File: config.mk
export PLATFORM = sky130hd
export DESIGN_NAME = uart_cmd_framer
export DESIGN_NICKNAME = d
export VERILOG_FILES = /design/src/rtl/uart_cmd_framer.sv
export SDC_FILE = /design/constraint.sdc
export NUM_CORES = 1
export LEC_CHECK = 0
export BUFFER_PORTS_ARGS = -buffer_cell sky130_fd_sc_hd__clkbuf_2
export CAP_MARGIN = 20
export CORE_AREA = 2 2 158 160
export CTS_CLUSTER_SIZE = 16
export DETAILED_ROUTE_END_ITERATION = 12
export DIE_AREA = 0 0 160 162
export GPL_TIMING_DRIVEN = 0
export PLACE_DENSITY = 0.68
export SYNTH_ARGS = -nofsm -noshare
export SYNTH_HDL_FRONTEND = slang
export SYNTH_SLANG_ARGS = --single-unit
File: constraint.sdc
create_clock -name clk -period 6 [get_ports clk]
set_input_delay 1.2 -clock clk [delete_from_list [all_inputs] [get_ports clk]]
set_output_delay 1.2 -clock clk [all_outputs]
set_load 0.05 [all_outputs]
File: src/rtl/uart_cmd_framer.sv
// Assembles UART bytes into short/long command frames and presents them on a valid/ready port.
// Optional inter-byte timeout is enabled by defining CMD_FRAMER_TIMEOUT_EN.
module uart_cmd_framer #(
    parameter int         LONG_LEN    = 18,
    parameter int         SHORT_LEN   = 3,
    parameter logic [7:0] CMD_SHORT   = 8'h41,
    parameter logic [7:0] CMD_LONG0   = 8'h40,
    parameter logic [7:0] CMD_LONG1   = 8'h42,
    parameter logic [7:0] CMD_LONG2   = 8'h43,
    parameter int         TIMEOUT_CYC = 1_033_400,
    parameter int         TO_W        = 21
) (
    input  logic         clk,
    input  logic         nreset,
    input  logic [7:0]   rx_data,
    input  logic         rx_valid,
    output logic         cmd_valid,
    input  logic         cmd_ready,
    output logic [7:0]   cmd_code,
    output logic [7:0]   cmd_arg,
    output logic [127:0] cmd_payload,
    output logic         frame_err,
    output logic         overrun,
    output logic         busy
);

    typedef enum logic [1:0] {IDLE, COLLECT, HOLD} state_t;

    if ((2 ** TO_W) <= TIMEOUT_CYC) begin : g_bad_to_w
        $error("TO_W too narrow for TIMEOUT_CYC");
    end

    state_t         state;
    logic [4:0]     idx;
    logic [4:0]     len;
    logic [7:0]     code;
    logic [7:0]     arg;
    logic [127:0]   shreg;
    logic           start;
    logic           last_byte;
    logic           collect_byte;
`ifdef CMD_FRAMER_TIMEOUT_EN
    logic [TO_W-1:0] to_cnt;
`endif

    function automatic logic is_cmd(input logic [7:0] b);
        return (b == CMD_SHORT) || (b == CMD_LONG0) || (b == CMD_LONG1) || (b == CMD_LONG2);
    endfunction

    function automatic logic [4:0] frame_len(input logic [7:0] b);
        return (b == CMD_SHORT) ? 5'(SHORT_LEN) : 5'(LONG_LEN);
    endfunction

    // A new command may start from IDLE or in the very cycle a held frame is accepted.
    assign start        = rx_valid && is_cmd(rx_data) &&
                          ((state == IDLE) || ((state == HOLD) && cmd_ready));
    assign last_byte    = (idx == (len - 5'd1));
    assign collect_byte = (state == COLLECT) && rx_valid && !last_byte;

    always_ff @(posedge clk) begin
        if (start) begin
            code <= rx_data;
        end
        if (collect_byte) begin
            shreg <= {shreg[119:0], rx_data};
            if (idx == 5'd1) begin
                arg <= rx_data;
            end
        end
    end

    always_ff @(posedge clk or negedge nreset) begin
        if (!nreset) begin
            state       <= IDLE;
            idx         <= 5'd0;
            len         <= 5'd0;
            cmd_valid   <= 1'b0;
            cmd_code    <= 8'd0;
            cmd_arg     <= 8'd0;
            cmd_payload <= 128'd0;
            frame_err   <= 1'b0;
            overrun     <= 1'b0;
            busy        <= 1'b0;
`ifdef CMD_FRAMER_TIMEOUT_EN
            to_cnt      <= '0;
`endif
        end else begin
            frame_err <= 1'b0;
            overrun   <= 1'b0;
            if ((state == HOLD) && cmd_ready) begin
                cmd_valid <= 1'b0;
            end
            if (start) begin
                state <= COLLECT;
                busy  <= 1'b1;
                len   <= frame_len(rx_data);
                idx   <= 5'd1;
`ifdef CMD_FRAMER_TIMEOUT_EN
                to_cnt <= '0;
`endif
            end else begin
                case (state)
                    COLLECT: begin
                        if (rx_valid) begin
`ifdef CMD_FRAMER_TIMEOUT_EN
                            to_cnt <= '0;
`endif
                            if (!last_byte) begin
                                idx <= idx + 5'd1;
                            end else if (rx_data == code) begin
                                state       <= HOLD;
                                cmd_valid   <= 1'b1;
                                cmd_code    <= code;
                                cmd_arg     <= arg;
                                cmd_payload <= (len == 5'(SHORT_LEN)) ? {arg, 120'd0} : shreg;
                            end else begin
                                // Mismatched terminator is dropped, never re-parsed as a command.
                                frame_err <= 1'b1;
                                state     <= IDLE;
                                busy      <= 1'b0;
                            end
                        end
`ifdef CMD_FRAMER_TIMEOUT_EN
                        else if (to_cnt == TO_W'(TIMEOUT_CYC - 1)) begin
                            frame_err <= 1'b1;
                            state     <= IDLE;
                            busy      <= 1'b0;
                        end else begin
                            to_cnt <= to_cnt + 1'b1;
                        end
`endif
                    end
                    HOLD: begin
                        if (cmd_ready) begin
                            state <= IDLE;
                            busy  <= 1'b0;
                        end else if (rx_valid) begin
                            overrun <= 1'b1;
                        end
                    end
                    default: ;
                endcase
            end
        end
    end

endmodule

==> flow_metrics.env <==
export IMPL_outcome="finished, final reports clean"
export IMPL_clk_latency_ns=0.54
export IMPL_die_area_mm2=0.0259
export IMPL_via_count=6417
export IMPL_cts_max_path_buffers=3
export IMPL_cts_tree="done"
export IMPL_slew_viol_final=0
export IMPL_cts_setup_buffers=0
export IMPL_dp_cells=1290
export IMPL_dp_hpwl_um=15200
export IMPL_multi_input_area_mm2=0.00254
export IMPL_cts_buffers=31
export IMPL_drc=0
export IMPL_viasPerCell=4.76
export IMPL_gr_total_overflow=0
export IMPL_setup_slack_ns=3.02
export IMPL_p_switching_mw=1.05
export IMPL_clk_pin_slew_worst_paths_ns=0.06
export IMPL_synth_main_ff_cell="dfrtp_1"
export IMPL_fin_crit_ns=2.98
export IMPL_cp_num_buf_inv=3
export IMPL_synth_top_area_share_pct=37.6
export IMPL_initial_utilization_pct=47.7
export IMPL_antenna_left=0
export IMPL_final_hold_violation_count=0
export IMPL_max_cap_violations=0
export IMPL_skew_ns=0.00934
export IMPL_io_buffer_count=159
export IMPL_die_h_um=162
export IMPL_ff2ff_path_depth=7
export IMPL_cts_hold_buf=0
export IMPL_powerDensity_mw_per_mm2=323
export IMPL_antenna_found_initial=0
export IMPL_max_freq_mhz=335
export IMPL_rsz0062_at_grt="no"
export IMPL_ir_worst_vdd_v=0.000186
export IMPL_crit_fanout=74
export IMPL_detail_route_wl_per_cell_um=16.9
export IMPL_core_area_mm2=0.0241
export IMPL_cts_sinks=302
export IMPL_hold_depth=0
export IMPL_finalSetupViolCount=0
export IMPL_track_usage_pct=17.4
export IMPL_pwr_share_seq_pct=54.7
export IMPL_syn_area_per_cell_um2=14.3
export IMPL_io_pins=160
export IMPL_dpl_worst_slack_ns=2.58
export IMPL_grt_pass1_vias=6509
export IMPL_regArea_mm2=0.00828
export IMPL_end_kind="flip-flop"
export IMPL_synth_area_top_cells="edfxtp_1 (38%), dfrtp_1 (34%), mux2i_1 (11%), nand2_1 (4.2%), inv_1 (4.1%)"
export IMPL_tightestPinTransition_ns=0.901
export IMPL_fin_util_pct=56.7
export IMPL_nets=1015
export IMPL_final_cell_count_no_fill=1347
export IMPL_p_int_mw=3.38
export IMPL_synthArstFlopShare_pct=52.3
export IMPL_path_cells="inv_1 > ha_1 > and3_1 > mux2i_2 > o21ai_0 > inv_6 > buf_16"
export IMPL_drive_gt1_share_pct=24.6
export IMPL_worst_setup_path_start_kind="flip-flop"
export IMPL_relSlewSlack_pct=39.4
export IMPL_antenna_cells=0
export IMPL_crit_path_max_incr_delay_ns=0.52
export IMPL_grt_max_degree=102
export IMPL_cp_num_cells=7
export IMPL_synth_distinct_cells=38
export IMPL_area_growth_pct=19.1
export IMPL_ys_warn_count=0
export IMPL_die_x_um=160
export IMPL_arrival_ns=3.17
export IMPL_clkPwrFrac_pct=39.4
export IMPL_gp_congestion=0.783
export IMPL_netlist_area_mm2=0.0115
export IMPL_first_pass_iters=5
export IMPL_synth_top_cell_by_area="edfxtp_1"
export IMPL_grt_pass1_wl_um=35600
export IMPL_synth_cells=805
export IMPL_swShare_pct=23.7
export IMPL_routed_wl_um=22700
export IMPL_seq_area_frac_synth_pct=72.1
export IMPL_cts_resized=0
export IMPL_h_tree_depth=1
export IMPL_n_fill_cell=2030
export IMPL_hold_path_class="reg2reg"
export IMPL_critical_path_top_delay_family="buffers and inverters"
export IMPL_p_leak_nw=6.35
export IMPL_ys_seq_elements=302
export IMPL_worstPathRequired_ns=6.19
export IMPL_power_total_mw=4.42
export IMPL_cts_root_buffer="clkbuf_16"
export IMPL_synth_net_count=821
export IMPL_period_share_pct=49.7
export IMPL_fin_tns_setup_ns=0
export IMPL_power_frac_comb_pct=5.9
export IMPL_crit_slowest_cell="inv_6"
export IMPL_num_rows=57
export IMPL_synth_edf_count=144
export IMPL_drtIter0Drc=393
export IMPL_path_class="reg2reg"
==> power by group through the flow <==
stage          clock network, mW  logic, mW  registers [mW]
2_1_floorplan                  0      0.155            2.45
3_3_place_gp                   0      0.244            2.48
3_5_place_dp                   0      0.265            2.46
4_1_cts                     1.79      0.266            2.42
5_1_grt                     1.87      0.295            2.43
6_report                    1.74      0.259            2.42
==> path summary, 6_finish.rpt <==
kind                       startpoint               to  slack, ns
max in group asynchronous      nreset   cmd_payload[0]       4.47
min in group asynchronous      nreset  cmd_payload[74]       0.63
max                            len[0]        shreg[81]       3.02
max reg2reg                    len[0]        shreg[81]       3.02
min                         shreg[74]        shreg[82]       0.44
min reg2reg                 shreg[74]        shreg[82]       0.44
==> layout by cell type (no fill, tap or decap), types with 2 or more instances in the layout <==
cell type  count
a21boi_0       2
a21o_1         2
buf_16         2
buf_2          3
buf_4          7
buf_6          7
clkbuf_1      19
clkbuf_16     31
clkbuf_2     158
clkbuf_8       2
clkinv_1       9
clkinv_2       8
dfrtp_1      158
edfxtp_1     144
ha_1           4
inv_1        125
inv_6          3
mux2_1         5
mux2_2        27
mux2i_1      124
nand2_1      130
nand2b_1       4
nand3_1        3
nand3b_1       3
nor2_1         4
nor2b_1        2
nor4_1         3
o211ai_1       3
o21ai_0        3
xor2_1        10
==> state kept, by name, indices dropped and copies added, names as in the netlist <==
register and flops:
overrun 1, shreg 128, cmd_arg 8, code 8, busy 1, frame_err 1, arg 8, state 2
idx 5, len 3, cmd_valid 1, cmd_code 8, cmd_payload 128
==> cell usage after synthesis (all sizes together) (3+ instances only) <==
master / number
o21ai: 3
inv: 126
buf: 17
nor2: 4
o211ai: 3
edfxtp: 144
nand2: 130
nand3b: 3
mux2i: 125
xor2: 10
mux2: 32
nor4: 4
clkbuf: 15
dfrtp: 158
ha: 4
nand3: 3
nand2b: 4
==> layout make-up <==
class / instances / area share, %
plain buffers: 32 / 1.48
well taps: 324 / 2.96
clock buffers: 36 / 5.88
multi-input cells: 345 / 18.6
inverters: 126 / 3.49
clock inverters: 21 / 0.805
repair buffers: 161 / 6.28
flip-flops and latches: 302 / 60.5
==> metal layers <==
layer / vias to the layer above / track usage (%) / wire length (um) / share of wire (%)
met3: 40 / 4.24 / 1400 / 6.2
met1: 3154 / 24.1 / 10400 / 46
met5: - / 0 / 0 / 0
li1: 3051 / - / - / -
met2: 172 / 27.7 / 10300 / 45
met4: 0 / 4.91 / 625 / 2.8
==> cells by family after synthesis <==
family,Yosys count,synth area share (%)
xor+xnor,11,0.839
buf+inv,158,5.88
fa+ha+maj,4,0.436
mux,157,14.1
simple gates,158,5.81
compound gates,15,0.915
flops,302,72.1
==> through the flow <==
| step | hold slack (ns) | area [um2] |
|---|---|---|
| final | 0.444 | 13700 |
| after global routing | 0.456 | 13700 |
| after CTS | 0.445 | 13700 |
| after detailed placement | 0.431 | 12800 |
| after global placement | 0.430 | 12700 |
| after floorplan | 0.426 | 11500 |
Note: power is estimated with default switching activity, not from simulation.
